===== config.mk =====
export PLATFORM = sky130hd
export DESIGN_NAME = if_stage
export DESIGN_NICKNAME = d
export VERILOG_FILES = /design/src/rtl/if_stage.sv
export SDC_FILE = /design/constraint.sdc
export NUM_CORES = 1
export LEC_CHECK = 0
export ABC_AREA = 1
export CORE_MARGIN = 4
export CORE_UTILIZATION = 25
export CTS_CLUSTER_DIAMETER = 50
export CTS_CLUSTER_SIZE = 25
export DETAILED_ROUTE_END_ITERATION = 8
export PLACE_DENSITY = 0.46
export SKIP_LAST_GASP = 1
export SLEW_MARGIN = 20
export SYNTH_ARGS = -nofsm -noshare
export SYNTH_HDL_FRONTEND = slang
export SYNTH_SLANG_ARGS = --single-unit
export TNS_END_PERCENT = 100

===== constraint.sdc =====
create_clock -name clk -period 3.6 [get_ports clk]
set_input_delay 0.36 -clock clk [delete_from_list [all_inputs] [get_ports clk]]
set_output_delay 0.36 -clock clk [all_outputs]
set_load 0.1 [all_outputs]

===== src/rtl/if_stage.sv =====
// Instruction fetch stage of the 5-stage pipeline.
//
// Owns the PC, drives the instruction-memory request/ready handshake and
// registers the IF/ID boundary (if_pc / if_pc_plus4 / if_insn / if_en).
// Handles stall, flush and branch redirect, and keeps a one-entry buffer
// for a word that returns while ID is stalled.
//
// Optional feature: define IF_PERF_CNT_EN to build the delivered-instruction
// counter on fetch_cnt_o; otherwise fetch_cnt_o is tied to zero.
//
// Ports:
//   clk              clock
//   reset            synchronous, active-low reset
//   stall_i          hold IF/ID outputs
//   flush_i          kill current fetch, redirect to new_pc_i (beats br_taken_i)
//   new_pc_i         flush target
//   br_taken_i       branch/jump resolved taken in ID
//   br_addr_i        branch target
//   imem_req_o       fetch request valid
//   imem_addr_o      fetch address (= pc)
//   imem_rd_data_i   fetched word, valid when imem_ready_i=1
//   imem_ready_i     memory completes the current request this cycle
//   if_pc_o          PC of the delivered instruction
//   if_pc_plus4_o    if_pc_o + 4
//   if_insn_o        delivered instruction (NOP_INSN on a bubble)
//   if_en_o          if_insn_o valid
//   fetch_cnt_o      count of delivered instructions
module if_stage #(
  parameter logic [31:0] RESET_VECTOR = 32'h0000_0000,
  parameter logic [31:0] NOP_INSN     = 32'h0000_0013
) (
  input  logic        clk,
  input  logic        reset,
  input  logic        stall_i,
  input  logic        flush_i,
  input  logic [31:0] new_pc_i,
  input  logic        br_taken_i,
  input  logic [31:0] br_addr_i,
  output logic        imem_req_o,
  output logic [31:0] imem_addr_o,
  input  logic [31:0] imem_rd_data_i,
  input  logic        imem_ready_i,
  output logic [31:0] if_pc_o,
  output logic [31:0] if_pc_plus4_o,
  output logic [31:0] if_insn_o,
  output logic        if_en_o,
  output logic [31:0] fetch_cnt_o
);

  typedef enum logic [1:0] {StIdle, StFetch, StDrain, StHold} state_e;
  typedef enum logic [1:0] {OutHold, OutBubble, OutDeliver} out_e;

  state_e      state_q, state_d;
  logic [31:0] pc_q, pc_d;
  logic [31:0] redir_q, redir_d;
  logic [31:0] buf_q, buf_d;
  logic [31:0] buf_pc_q, buf_pc_d;
  logic [31:0] if_pc_q, if_pc_d;
  logic [31:0] if_pc_plus4_q, if_pc_plus4_d;
  logic [31:0] if_insn_q, if_insn_d;
  logic        if_en_q, if_en_d;

  out_e        out_act;
  out_e        idle_out;
  logic [31:0] del_pc;
  logic [31:0] del_insn;
  logic        redirect;
  logic [31:0] target;

  assign redirect = flush_i | br_taken_i;
  assign target   = flush_i ? new_pc_i : br_addr_i;
  // With no redirect, a stall keeps ID's current instruction; otherwise a bubble.
  assign idle_out = stall_i ? OutHold : OutBubble;

  // Next-state and IF/ID action selection
  always_comb begin
    state_d  = state_q;
    pc_d     = pc_q;
    redir_d  = redir_q;
    buf_d    = buf_q;
    buf_pc_d = buf_pc_q;
    out_act  = OutHold;
    del_pc   = pc_q;
    del_insn = imem_rd_data_i;

    unique case (state_q)
      StIdle: begin
        state_d = StFetch;
        out_act = OutBubble;
        if (redirect) pc_d = target;
      end
      StFetch: begin
        if (redirect) begin
          out_act = OutBubble;
          if (imem_ready_i) begin
            pc_d = target;
          end else begin
            // Request already issued; let it complete before moving the address.
            redir_d = target;
            state_d = StDrain;
          end
        end else if (imem_ready_i) begin
          pc_d = pc_q + 32'd4;
          if (stall_i) begin
            buf_d    = imem_rd_data_i;
            buf_pc_d = pc_q;
            state_d  = StHold;
            out_act  = OutHold;
          end else begin
            out_act = OutDeliver;
          end
        end else begin
          out_act = idle_out;
        end
      end
      StDrain: begin
        out_act = redirect ? OutBubble : idle_out;
        if (redirect) redir_d = target;
        if (imem_ready_i) begin
          pc_d    = redirect ? target : redir_q;
          state_d = StFetch;
        end
      end
      StHold: begin
        if (redirect) begin
          pc_d    = target;
          state_d = StFetch;
          out_act = OutBubble;
        end else if (!stall_i) begin
          del_pc   = buf_pc_q;
          del_insn = buf_q;
          state_d  = StFetch;
          out_act  = OutDeliver;
        end else begin
          out_act = OutHold;
        end
      end
      default: state_d = StIdle;
    endcase
  end

  // IF/ID boundary next values
  always_comb begin
    if_pc_d       = if_pc_q;
    if_pc_plus4_d = if_pc_plus4_q;
    if_insn_d     = if_insn_q;
    if_en_d       = if_en_q;
    unique case (out_act)
      OutBubble: begin
        if_insn_d = NOP_INSN;
        if_en_d   = 1'b0;
      end
      OutDeliver: begin
        if_pc_d       = del_pc;
        if_pc_plus4_d = del_pc + 32'd4;
        if_insn_d     = del_insn;
        if_en_d       = 1'b1;
      end
      default: ;
    endcase
  end

  always_ff @(posedge clk) begin
    if (!reset) begin
      state_q       <= StIdle;
      pc_q          <= RESET_VECTOR;
      redir_q       <= 32'h0;
      buf_q         <= 32'h0;
      buf_pc_q      <= 32'h0;
      if_pc_q       <= 32'h0;
      if_pc_plus4_q <= 32'h0;
      if_insn_q     <= NOP_INSN;
      if_en_q       <= 1'b0;
    end else begin
      state_q       <= state_d;
      pc_q          <= pc_d;
      redir_q       <= redir_d;
      buf_q         <= buf_d;
      buf_pc_q      <= buf_pc_d;
      if_pc_q       <= if_pc_d;
      if_pc_plus4_q <= if_pc_plus4_d;
      if_insn_q     <= if_insn_d;
      if_en_q       <= if_en_d;
    end
  end

`ifdef IF_PERF_CNT_EN
  logic [31:0] cnt_q;
  always_ff @(posedge clk) begin
    if (!reset) begin
      cnt_q <= 32'h0;
    end else if (out_act == OutDeliver) begin
      cnt_q <= cnt_q + 32'd1;
    end
  end
  assign fetch_cnt_o = cnt_q;
`else
  assign fetch_cnt_o = 32'h0;
`endif

  assign imem_req_o    = (state_q == StFetch) || (state_q == StDrain);
  assign imem_addr_o   = pc_q;
  assign if_pc_o       = if_pc_q;
  assign if_pc_plus4_o = if_pc_plus4_q;
  assign if_insn_o     = if_insn_q;
  assign if_en_o       = if_en_q;

endmodule


* Word level (Yosys, flattened, before mapping) *
Cells that the tools add are included.

operators by class
  add/subtract/negate cells = 2
  equality and inequality tests = 14
  mux-type cells = 34
  bitwise logic cells = 2
  reduce and logical (&&, ||, !) cells = 9

operator list
  cell                                                    count
  two-way mux 32 bit                                      15
  case mux 32 bit (2 select lines)                        2
  case mux 32 bit (3 select lines)                        1
  adder 32 x 3 -> 32 bit (second input constant)          2
  two-way mux 2 bit                                       11
  case mux 2 bit (4 select lines)                         2
  inequality test 3 bit (second input constant)           4
  AND reduction 3 bit                                     3
  inequality test 2 bit (second input constant)           4
  equality test 2 bit (second input constant)             3
  AND reduction 5 bit                                     1
  equality test 2 x 1 -> 1 bit (second input constant)    2
  nonzero test 2 bit                                      2
  logical NOT 2 bit                                       1
  two-way mux 1 bit                                       2
  inequality test 2 x 1 -> 1 bit (second input constant)  1
  case mux 1 bit (2 select lines)                         1
  OR reduction 2 bit                                      1
  logical OR 1 bit                                        1
  inverter 1 bit                                          1
  OR 1 bit                                                1

storage, ports and cells
  bits in registers = 227
  input port bits = 102
  output and inout bits = 162
  logic and storage cells = 70

* Logic depth before layout (Yosys ltp) *
Gate-level depths: netlist of run 1.

  depth after elaboration = 6
  gate-level depth with buffers = 18
  mapped depth without buffers = 16

* Least setup slack after synthesis of run 1 *
No wires, ideal clock.

  path kind = input port to flip-flop
  from = input port flush_i
  to = register if_insn_q[21] (netlist: if_insn_o[21])
  setup time = 70 ps
  arrival = 3000 ps
  required time = 3530 ps
  path slack = 530 ps
  cell stages on the path = 15
  buffers on the path = 7
  cell sequence = buf_6 > nor2_8 > buf_2 > clkbuf_1 > clkbuf_1 > a21oi_1 > a211oi_1 > ha_1 > clkbuf_1 > inv_1 > nor2_1 > clkbuf_1 > clkbuf_1 > o211ai_1 > a21oi_1

on the way
  cells in the longest elaborated chain, start to end = 5
  elaborated cells on any way between the ends = 11
  those cells by class = eq/ne (2); mux (7); bitwise (1); reduce/logical (1)

ends and longest elaborated chain
  element                                                                        line  text
  start, declared                                                                35    input logic flush_i,
  OR 1 bit *                                                                     70    assign redirect = flush_i | br_taken_i;
  two-way mux 2 bit, or another cell as far along                                125   if (redirect) begin
  case mux 2 bit (4 select lines)                                                86    unique case (state_q)
  equality test 2 bit / equality test 2 x 1 -> 1 bit (equally long branches)     148   unique case (out_act)
  case mux 32 bit (2 select lines) / nonzero test 2 bit (equally long branches)  -
  end signal, assigned                                                           182   if_insn_q <= if_insn_d;
  end, declared                                                                  60    logic [31:0] if_insn_q, if_insn_d;

Mark *: on every way between the ends. The rest lies on a longest branch, timed or not.
A chain may end at the register's enable or synchronous reset.

* Final worst setup path of run 1 *
  from = input port flush_i
  to = register if_insn_q[16] (netlist: if_insn_o[16])

Same word-level chain as after synthesis.

==> flow_summary.yaml, run 1 <==
worst_setup_path:
  required_ns: 4.04
  crit_fanout: 32
  r2r_end: "if_insn_o[16]$_SDFFE_PN0P_"
  endpoint_kind: "flop"
  arrival_ns: 3.34
  timing.rr.start: "state_q[1]$_SDFFE_PN0P_"
  r2r_cells: 11
  crit_type: "in -> reg"
  reg2reg_slack_ns: 0.75
  start_kind: "input pin"
yosys:
  postSynthAreaPerCell_um2: 6.46
  synth_compound_area_share_pct: 21.2
  ys_seq_area_share_pct: 34.0
  synth_fa_ha_area_share_pct: 0.756
  synth_area_leaders: "dfxtp_1, nand2_1, a21oi_1"
  syn_inst: 2049
  synth-simple-area-share_pct: 28.9
  synth_xor_area_share_pct: 1.39
  yosys_warnings: 0
  ys_async_sr_fraction_pct: 0
  synthTopCellsByCount: "nand2_1, dfxtp_1, a21oi_1"
  synth_cell_types: 42
  synth_enable_flop_cells: 0
  ys_ff_latch: 225
  yosysMostFrequentCell: "nand2_1"
  muxShareOfSynthArea_pct: 2.72
  synthFlopType: "dfxtp_1"
  synth.cell_area_um2: 13200
  synth_area_leader_cell: "dfxtp_1"
  synth_top_family_by_area: "simple AND/OR/NAND/NOR gates"
  synth_top_area_share_pct: 34.0
clocking:
  cts_sinks: 225
  cts_tree: "yes"
  htreeDepth: 2
  ctsResizeCount: 0
  post_cts_hold_buffer_count: 0
  cts_setup_buffers: 0
  clockBufferDepth: 3
  clk_latency_ns: 0.55
  root_buffer: "clkbuf_16"
  clkTransAtPathRegs_ns: 0.06
  cts_buffers: 38
floorplan:
  die-height_um: 238
  num_rows: 84
  start_util_pct: 25.2
  die_area_um2: 56700
  dieWidth_um: 238
  core-area_um2: 52400
  num_io_pins: 264
worst_hold_path:
  hp-start: "reset"
  hold_end: "if_insn_o[1]$_SDFFE_PN1P_"
  whs_path_depth: 3
  hold_path_class: "in -> reg"
power_and_ir_drop:
  p_per_area_nw_per_um2: 595
  ir_drop_uv: 295
  combPwrFrac_pct: 33.3
  p_leak_nw: 6.86
  power.share.switching_pct: 41.9
  power_frac_seq_pct: 30.4
  pwr-share-clk_pct: 36.3
  net-switching-power_mw: 4.28
  p_int_mw: 5.94
grt:
  grt_use_total_pct: 17.1
  grt_max_degree: 123
  grt_pass1_vias: 13300
  grt_antenna_before_repair: 0
  grt_pass1_wl_um: 77100
  overflow: 0
final_layout:
  nets: 2309
  area_growth_pct: 29.7
  final_cells: 2913
  insertedDiodeCount: 0
  post-route-util_pct: 32.7
  drive_gt1_share_pct: 6.47
timing:
  finalCritPeriodShare_pct: 80.6
  drv_slew: 0
  fmax_ghz: 0.344
  slew_headroom_pct: 24.2
  rsz0062_at_grt: "no"
  setup_tns_ns: 0
  report.final.setup_viol: 0
  min_period_ns: 2.90
  hold_violations: 0
  clock_skew_ns: 0.0211
  worst_pin_slew_ns: 1.13
place:
  dp_hpwl_um: 34400
  gp_congestion: 0.838
  place_inst: 2847
  numPortBuffers: 231
detailed_routing:
  postRouteAntennaNets: 0
  drtIter0Drc: 950
  num_vias: 14000
  post_drt_wl_per_cell_um: 17.4
  dr.pass1.iters: 7
  finalWirelength_um: 50600
  vias_per_cell: 4.79
  drc: 0
outcome:
  outcome: "completed"
job:
  drv_cap: 0
## critical path, stage by stage
cell             delay, ns
clkdlybuf4s50_1       0.63
nor2_8                0.40
nand2_1               0.12
a211oi_1              0.39
ha_2                  0.57
nor2_2                0.19
buf_4                 0.35
o211ai_1              0.15
a21oi_1               0.14
## worst max path at each step
stage | from | end | depth (start not counted)
floorplan | flush_i | if_insn_o[21]$_SDFFE_PN0P_ | 15
global placement | flush_i | if_insn_o[30]$_SDFFE_PN0P_ | 9
detailed placement | flush_i | if_insn_o[25]$_SDFFE_PN0P_ | 9
CTS | flush_i | if_insn_o[25]$_SDFFE_PN0P_ | 9
global route | flush_i | if_insn_o[22]$_SDFFE_PN0P_ | 9
finish | flush_i | if_insn_o[16]$_SDFFE_PN0P_ | 9
## power groups by stage
| stage | sequential, mW | combinational [mW] | clock, mW |
|---|---|---|---|
| global route | 3.14 | 3.71 | 3.91 |
| global placement | 3.15 | 3.41 | 0 |
| CTS | 3.11 | 3.44 | 3.81 |
| detailed placement | 3.16 | 3.43 | 0 |
| floorplan | 3.76 | 1.77 | 0 |
| finish | 3.10 | 3.41 | 3.71 |
## cell families after synthesis
| logic type | after synthesis |
|---|---|
| xor gates and xnor gates | 21 |
| adders and majority gates | 8 |
| DFF | 225 |
| muxes | 36 |
| and+or+nand+nor | 946 |
| AOI/OAI and AO/OA | 483 |
| buffers and inverters | 329 |
| other | 1 |
## flip-flops by register name, indices dropped and copies added (netlist names)
register       flops
if_pc_plus4_o     30
if_pc_o           32
state_q            2
imem_addr_o       32
if_insn_o         32
buf_pc_q          32
buf_q             32
redir_q           32
if_en_o            1
## metal layers
layer / vias up / routed length (um) / global-route usage, % / part of all wire, %
met5: - / 0 / 0 / 0
met4: 0 / 1210 / 4.52 / 2.4
met3: 71 / 2600 / 3.42 / 5.1
met2: 338 / 24000 / 29.1 / 47
met1: 6548 / 22800 / 22.1 / 45
li1: 7003 / - / - / -
## per-stage QoR
stage | total power, mW | cell area, um2 | setup WS, ns | hold slack [ns]
after floorplan | 5.53 | 13400 | 0.530 | 0.424
after global placement | 6.56 | 15900 | 0.223 | 0.433
after detailed placement | 6.59 | 15900 | 0.0958 | 0.443
after CTS | 10.4 | 17200 | 0.674 | 0.385
after global routing | 10.8 | 17200 | 0.365 | 0.426
final | 10.2 | 17200 | 0.697 | 0.401
## cell usage in the layout, fill, tap and decap left out, drive strengths merged, types with 9 or more instances in the layout
cell type	instances
buf	36
xor2	15
dfxtp	225
nor3	16
o211ai	64
conb	32
nand2	720
nand4	9
nand3	70
clkbuf	48
a21oi	211
clkdlybuf4s50	222
or2	10
a311oi	35
nor2	118
inv	154
mux2i	36
o21ai	123
a31oi	35
## layout make-up
type	instances	area (um2)
inverter	150	567
fill	5659	35300
timing repair buffer	258	2530
clock buffer	48	1100
sequential	225	4500
tap	688	861
clock inverter	18	188
multi-input combinational	1526	7410
No activity file was read; power rests on OpenSTA's default activity.
==> run 2: changes to the inputs <==
==> constraint.sdc (replaced) <==
create_clock -name clk -period 3 [get_ports clk]
set_input_delay 0.3 -clock clk [delete_from_list [all_inputs] [get_ports clk]]
set_output_delay 0.3 -clock clk [all_outputs]
set_load 0.1 [all_outputs]
==> run 2 against run 1 <==
Critical path depth up 3. Total power up 22%. Worst setup slack worse by 0.31 ns. Flip-flop and latch count unchanged. Wire length up 1.3%. Die area unchanged. Global-route usage up 0.15 points. Clock skew up 0.027 ns. Sequential share of layout area down 0.39 points. Largest cell class unchanged. Highest routed layer unchanged.
==> flow_summary.yaml, run 2 (synthesis results as in run 1) <==
grt:
  grt_pass1_vias: 13100
  use_met2_pct: 28.8
  grt_antenna_before_repair: 0
  grt_use_total_pct: 17.2
  grt_max_degree: 123
  grt_use_met1_pct: 22.5
  grt_pass1_wl_um: 77500
  overflow: 0
  use_met3_pct: 2.91
  gr-max-usage-layer: "met2"
final_layout:
  final_common_cell: "nand2_1"
  mostFrequentLayoutCells: "nand2_1, dfxtp_1, a21oi_1, buf_4, inv_1"
  insertedDiodeCount: 0
  area_growth_pct: 31.6
  nets: 2370
  fillers: 5600
  drive_gt1_share_pct: 13.5
  post-route-util_pct: 33.2
  fin_area_um2: 17400
timing:
  report.final.setup_viol: 0
  setup_ws_ns: 0.391
  min_period_ns: 2.61
  rsz0062_at_grt: "no"
  setup_tns_ns: 0
  hold_violations: 0
  drv_slew: 0
  slew_headroom_pct: 34.6
  worst_pin_slew_ns: 0.978
  clock_skew_ns: 0.0481
  finalCritPeriodShare_pct: 87.0
  fmax_ghz: 0.383
worst_setup_path:
  cp_num_buf_inv: 5
  critPathTopFamily: "buffers and inverters"
  cpMostUsedCell: "inv_1"
  reg2reg_slack_ns: 0.39
  path_cells: "inv_1 -> ha_2 -> clkinv_1 -> nor2_1 -> inv_1 -> nand2_1 -> a211oi_1 -> ha_2 -> buf_12 -> o21ai_0 -> or2_2 -> inv_1"
  max_stage_delay_ns: 0.38
  required_ns: 3.50
  timing.rr.start: "state_q[1]$_SDFFE_PN0P_"
  cp-startpoint: "state_q[1]$_SDFFE_PN0P_"
  arrival_ns: 3.11
  slowest_stage: "a211oi_1"
  endpoint_kind: "flop"
  start_kind: "flop"
  crit_fanout: 86
  crit_type: "reg -> reg"
clocking:
  clockBufferDepth: 3
  htreeDepth: 2
  root_buffer: "clkbuf_16"
  clkTransAtPathRegs_ns: 0.05
  cts_sinks: 225
  clk_latency_ns: 0.56
  cts_buffers: 37
  cts_setup_buffers: 0
  ctsResizeCount: 0
  cts_tree: "yes"
  post_cts_hold_buffer_count: 0
floorplan:
  die-height_um: 238
  start_util_pct: 25.2
  num_io_pins: 264
  num_rows: 84
  core-area_um2: 52400
  dieWidth_um: 238
  die_area_um2: 56700
power_and_ir_drop:
  ir_drop_uv: 364
  p_per_area_nw_per_um2: 716
  p_leak_nw: 7.39
detailed_routing:
  postRouteAntennaNets: 0
  post_drt_wl_per_cell_um: 17.2
  dr.pass1.iters: 5
  drtIter0Drc: 1040
  drc: 0
  num_vias: 14200
  vias_per_cell: 4.76
  finalWirelength_um: 51300
job:
  drv_cap: 0
worst_hold_path:
  hold_path_class: "in -> reg"
  hp-start: "reset"
place:
  dp_hpwl_um: 35500
  pre_cts_ws_ns: 0.142
  numPortBuffers: 231
  gp_congestion: 0.855
  placedInstanceArea_um2: 16200
outcome:
  outcome: "completed"
-- run 2: cell count changes in the layout (fill, tap and decap cells not counted), sizes merged --
cell	change
clkinvlp	-1
clkinv	+5
inv	-1
clkdlybuf4s50	-105
buf	+167
bufinv	+3
clkbuf	-5
-- run 2: per-stage QoR --
step / power, mW / hold slack, ns / instances
after detailed placement: 8.13 / 0.441 / 2909
final: 12.5 / 0.242 / 2976
after global routing: 13.1 / 0.266 / 2976
after global placement: 8.10 / 0.432 / 2909
after CTS: 12.7 / 0.230 / 2976
after floorplan: 6.64 / 0.424 / 2080
-- run 2: path summary, 6_finish.rpt --
| path | end | cells after the start |
|---|---|---|
| worst max-delay path | if_pc_o[21]$_SDFFE_PN0N_ | 12 |
| worst max register to register | if_pc_o[21]$_SDFFE_PN0N_ | 12 |
| worst min register to register | buf_pc_q[30]$_SDFFE_PN0P_ | 2 |
| worst min-delay path | if_insn_o[4]$_SDFFE_PN1P_ | 3 |
-- run 2: layout make-up --
class | instances | area, um2 | area share [%]
flip-flops and latches | 225 | 4500 | 25.9
inverters | 150 | 567 | 3.25
clock inverters | 24 | 302 | 1.73
well taps | 688 | 861 | 4.94
repair buffers | 320 | 2810 | 16.1
clock buffers | 43 | 968 | 5.56
multi-input cells | 1526 | 7410 | 42.6
-- run 2: routing by layer --
metal	part of all wire (%)	wire length [um]	vias to the layer above
li1	-	-	7144
met1	44	22700	6552
met2	47	24200	394
met3	5.5	2810	81
met4	3.2	1620	0
met5	0	0	-
-- run 2: tightest hold or removal path, delay by kind of cell --
kind | cells | cell delay [ns]
buf+inv | 2 | 0.34
simple gates | 1 | 0.09
-- run 2: power breakdown --
group / leakage (nW) / switching, mW / internal (mW)
combinational: 4.95 / 3.19 / 1.22
sequential: 1.83 / 0.346 / 3.28
clock: 0.613 / 1.66 / 2.78
total: 7.39 / 5.19 / 7.28
==> run 3: changes to the inputs <==
--- a/config.mk
+++ b/config.mk
@@ -6,6 +6,7 @@
 export NUM_CORES = 1
 export LEC_CHECK = 0
 export ABC_AREA = 1
+export CORE_ASPECT_RATIO = 0.75
 export CORE_MARGIN = 4
 export CORE_UTILIZATION = 25
 export CTS_CLUSTER_DIAMETER = 50
==> run 3 against run 2 <==
Critical path depth increased by 2. Sequential share of layout area increased by 0.64 points. Design area decreased by 2.4%. Register-to-register slack improved by 0.09 ns. Wire length decreased by 4.0%. Combinational power decreased by 4.5%. Clock-buffer cell count decreased by 8. Die area about the same. Maximum frequency increased by 3.6%. Sequential power about the same. First-iteration DRC count unchanged. Hold slack improved by 0.065 ns. Critical path type unchanged.
==> flow_summary.yaml, run 3 (synthesis results as in run 1) <==
outcome:
  outcome: "completed"
detailed_routing:
  vias_per_cell: 4.72
  postRouteAntennaNets: 0
  drtIter0Drc: 1040
  drc: 0
  dr.pass1.iters: 5
  finalWirelength_um: 49300
  post_drt_wl_per_cell_um: 16.7
  num_vias: 13900
power_and_ir_drop:
  power_mw: 11.7
  p_per_area_nw_per_um2: 686
  p_leak_nw: 7.13
  ir_drop_uv: 422
job:
  drv_cap: 0
worst_setup_path:
  start_kind: "flop"
  reg2reg_slack_ns: 0.48
  r2r_cells: 14
  arrival_ns: 3.04
  required_ns: 3.52
  endpoint_kind: "flop"
  crit_type: "reg -> reg"
  crit_fanout: 49
timing:
  setup_tns_ns: 0
  drv_slew: 0
  slew_headroom_pct: 34.6
  fmax_ghz: 0.397
  setup_ws_ns: 0.481
  clock_skew_ns: 0.0123
  finalCritPeriodShare_pct: 84.0
  report.final.setup_viol: 0
  rsz0062_at_grt: "no"
  min_period_ns: 2.52
  worst_pin_slew_ns: 0.977
  hold_violations: 0
clocking:
  root_buffer: "clkbuf_16"
  cts_buffers: 31
  htreeDepth: 1
  cts_sinks: 225
  clockBufferDepth: 3
  cts_setup_buffers: 0
  post_cts_hold_buffer_count: 0
  clk_latency_ns: 0.57
  cts_tree: "yes"
  ctsResizeCount: 0
  clkTransAtPathRegs_ns: 0.06
final_layout:
  seqCellArea_um2: 4500
  area_growth_pct: 28.4
  mostFrequentLayoutCells: "nand2_1, dfxtp_1, a21oi_1, buf_4, inv_1"
  multi_input_area_um2: 7410
  drive_gt1_share_pct: 12.1
  nets: 2334
  fillers: 5653
  final_common_cell: "nand2_1"
grt:
  grt_pass1_vias: 13100
  grt_max_degree: 80
  grt_use_total_pct: 16.7
  grt_pass1_wl_um: 77000
  overflow: 0
  grt_antenna_before_repair: 1
place:
  gp_congestion: 0.824
  dp_hpwl_um: 34400
  numPortBuffers: 231
  pre_cts_ws_ns: 0.111
floorplan:
  start_util_pct: 25.5
  dieWidth_um: 274
  die_area_um2: 56700
  core-area_um2: 52000
  die-height_um: 207
  num_io_pins: 264
  num_rows: 72
worst_hold_path:
  whs_path_depth: 3
  hold_path_class: "in -> reg"
## run 3: cell types whose count changed in the layout (fill, tap and decap cells not counted), sizes merged
| cell | change |
|---|---|
| clkdlybuf4s50 | +1 |
| bufinv | -2 |
| clkinvlp | +2 |
| buf | -31 |
| clkbuf | -8 |
| diode | +1 |
| clkinv | -2 |
## run 3: layout make-up
cell class,instances,area share [%]
antenna,1,0.0147
clock buffer,35,4.83
clock inverter,22,1.40
inverter,150,3.33
multi-input combinational,1526,43.6
sequential,225,26.5
tap,703,5.17
timing repair buffer,290,15.1
## run 3: worst paths after layout
check / from / endpoint
setup reg to reg: state_q[1]$_SDFFE_PN0P_ / if_pc_plus4_o[10]$_SDFFE_PN0N_
hold reg to reg: buf_pc_q[3]$_SDFFE_PN0P_ / buf_pc_q[3]$_SDFFE_PN0P_
hold / removal: reset / if_insn_o[1]$_SDFFE_PN1P_
setup / recovery: state_q[1]$_SDFFE_PN0P_ / if_pc_plus4_o[10]$_SDFFE_PN0N_
## run 3: critical path, stage by stage (launching register included)
cell and delay, ns:
dfxtp_1 0.36, inv_1 0.09, ha_2 0.19, clkinv_1 0.08
nor2_1 0.05, inv_1 0.14, nand2_1 0.09, a211oi_1 0.31
ha_2 0.27, buf_12 0.23, buf_4 0.23, nand2_1 0.09
o211ai_1 0.18, nand2_1 0.07, inv_1 0.07
## run 3: layer usage
metal | up-vias | share of wire (%) | track usage (%)
li1 | 7051 | - | -
met1 | 6459 | 47 | 22.9
met2 | 378 | 46 | 27.5
met3 | 59 | 5.7 | 3.02
met4 | 0 | 2.0 | 3.26
met5 | - | 0 | 0
## run 3: through the flow
| step | cells | hold WS (ns) | instance area (um2) | util [%] |
|---|---|---|---|---|
| final | 2952 | 0.307 | 17000 | 32.7 |
| after global routing | 2951 | 0.328 | 17000 | 32.7 |
| after CTS | 2951 | 0.291 | 17000 | 32.7 |
| after detailed placement | 2894 | 0.441 | 15900 | 30.7 |
| after global placement | 2894 | 0.434 | 15900 | 30.7 |
| after floorplan | 2080 | 0.424 | 13400 | - |
## run 3: power breakdown
group          switching, mW  internal [mW]  total (mW)
Clock                   1.56           2.25        3.81
Combinational           3.09           1.11        4.20
Sequential             0.369           3.28        3.65
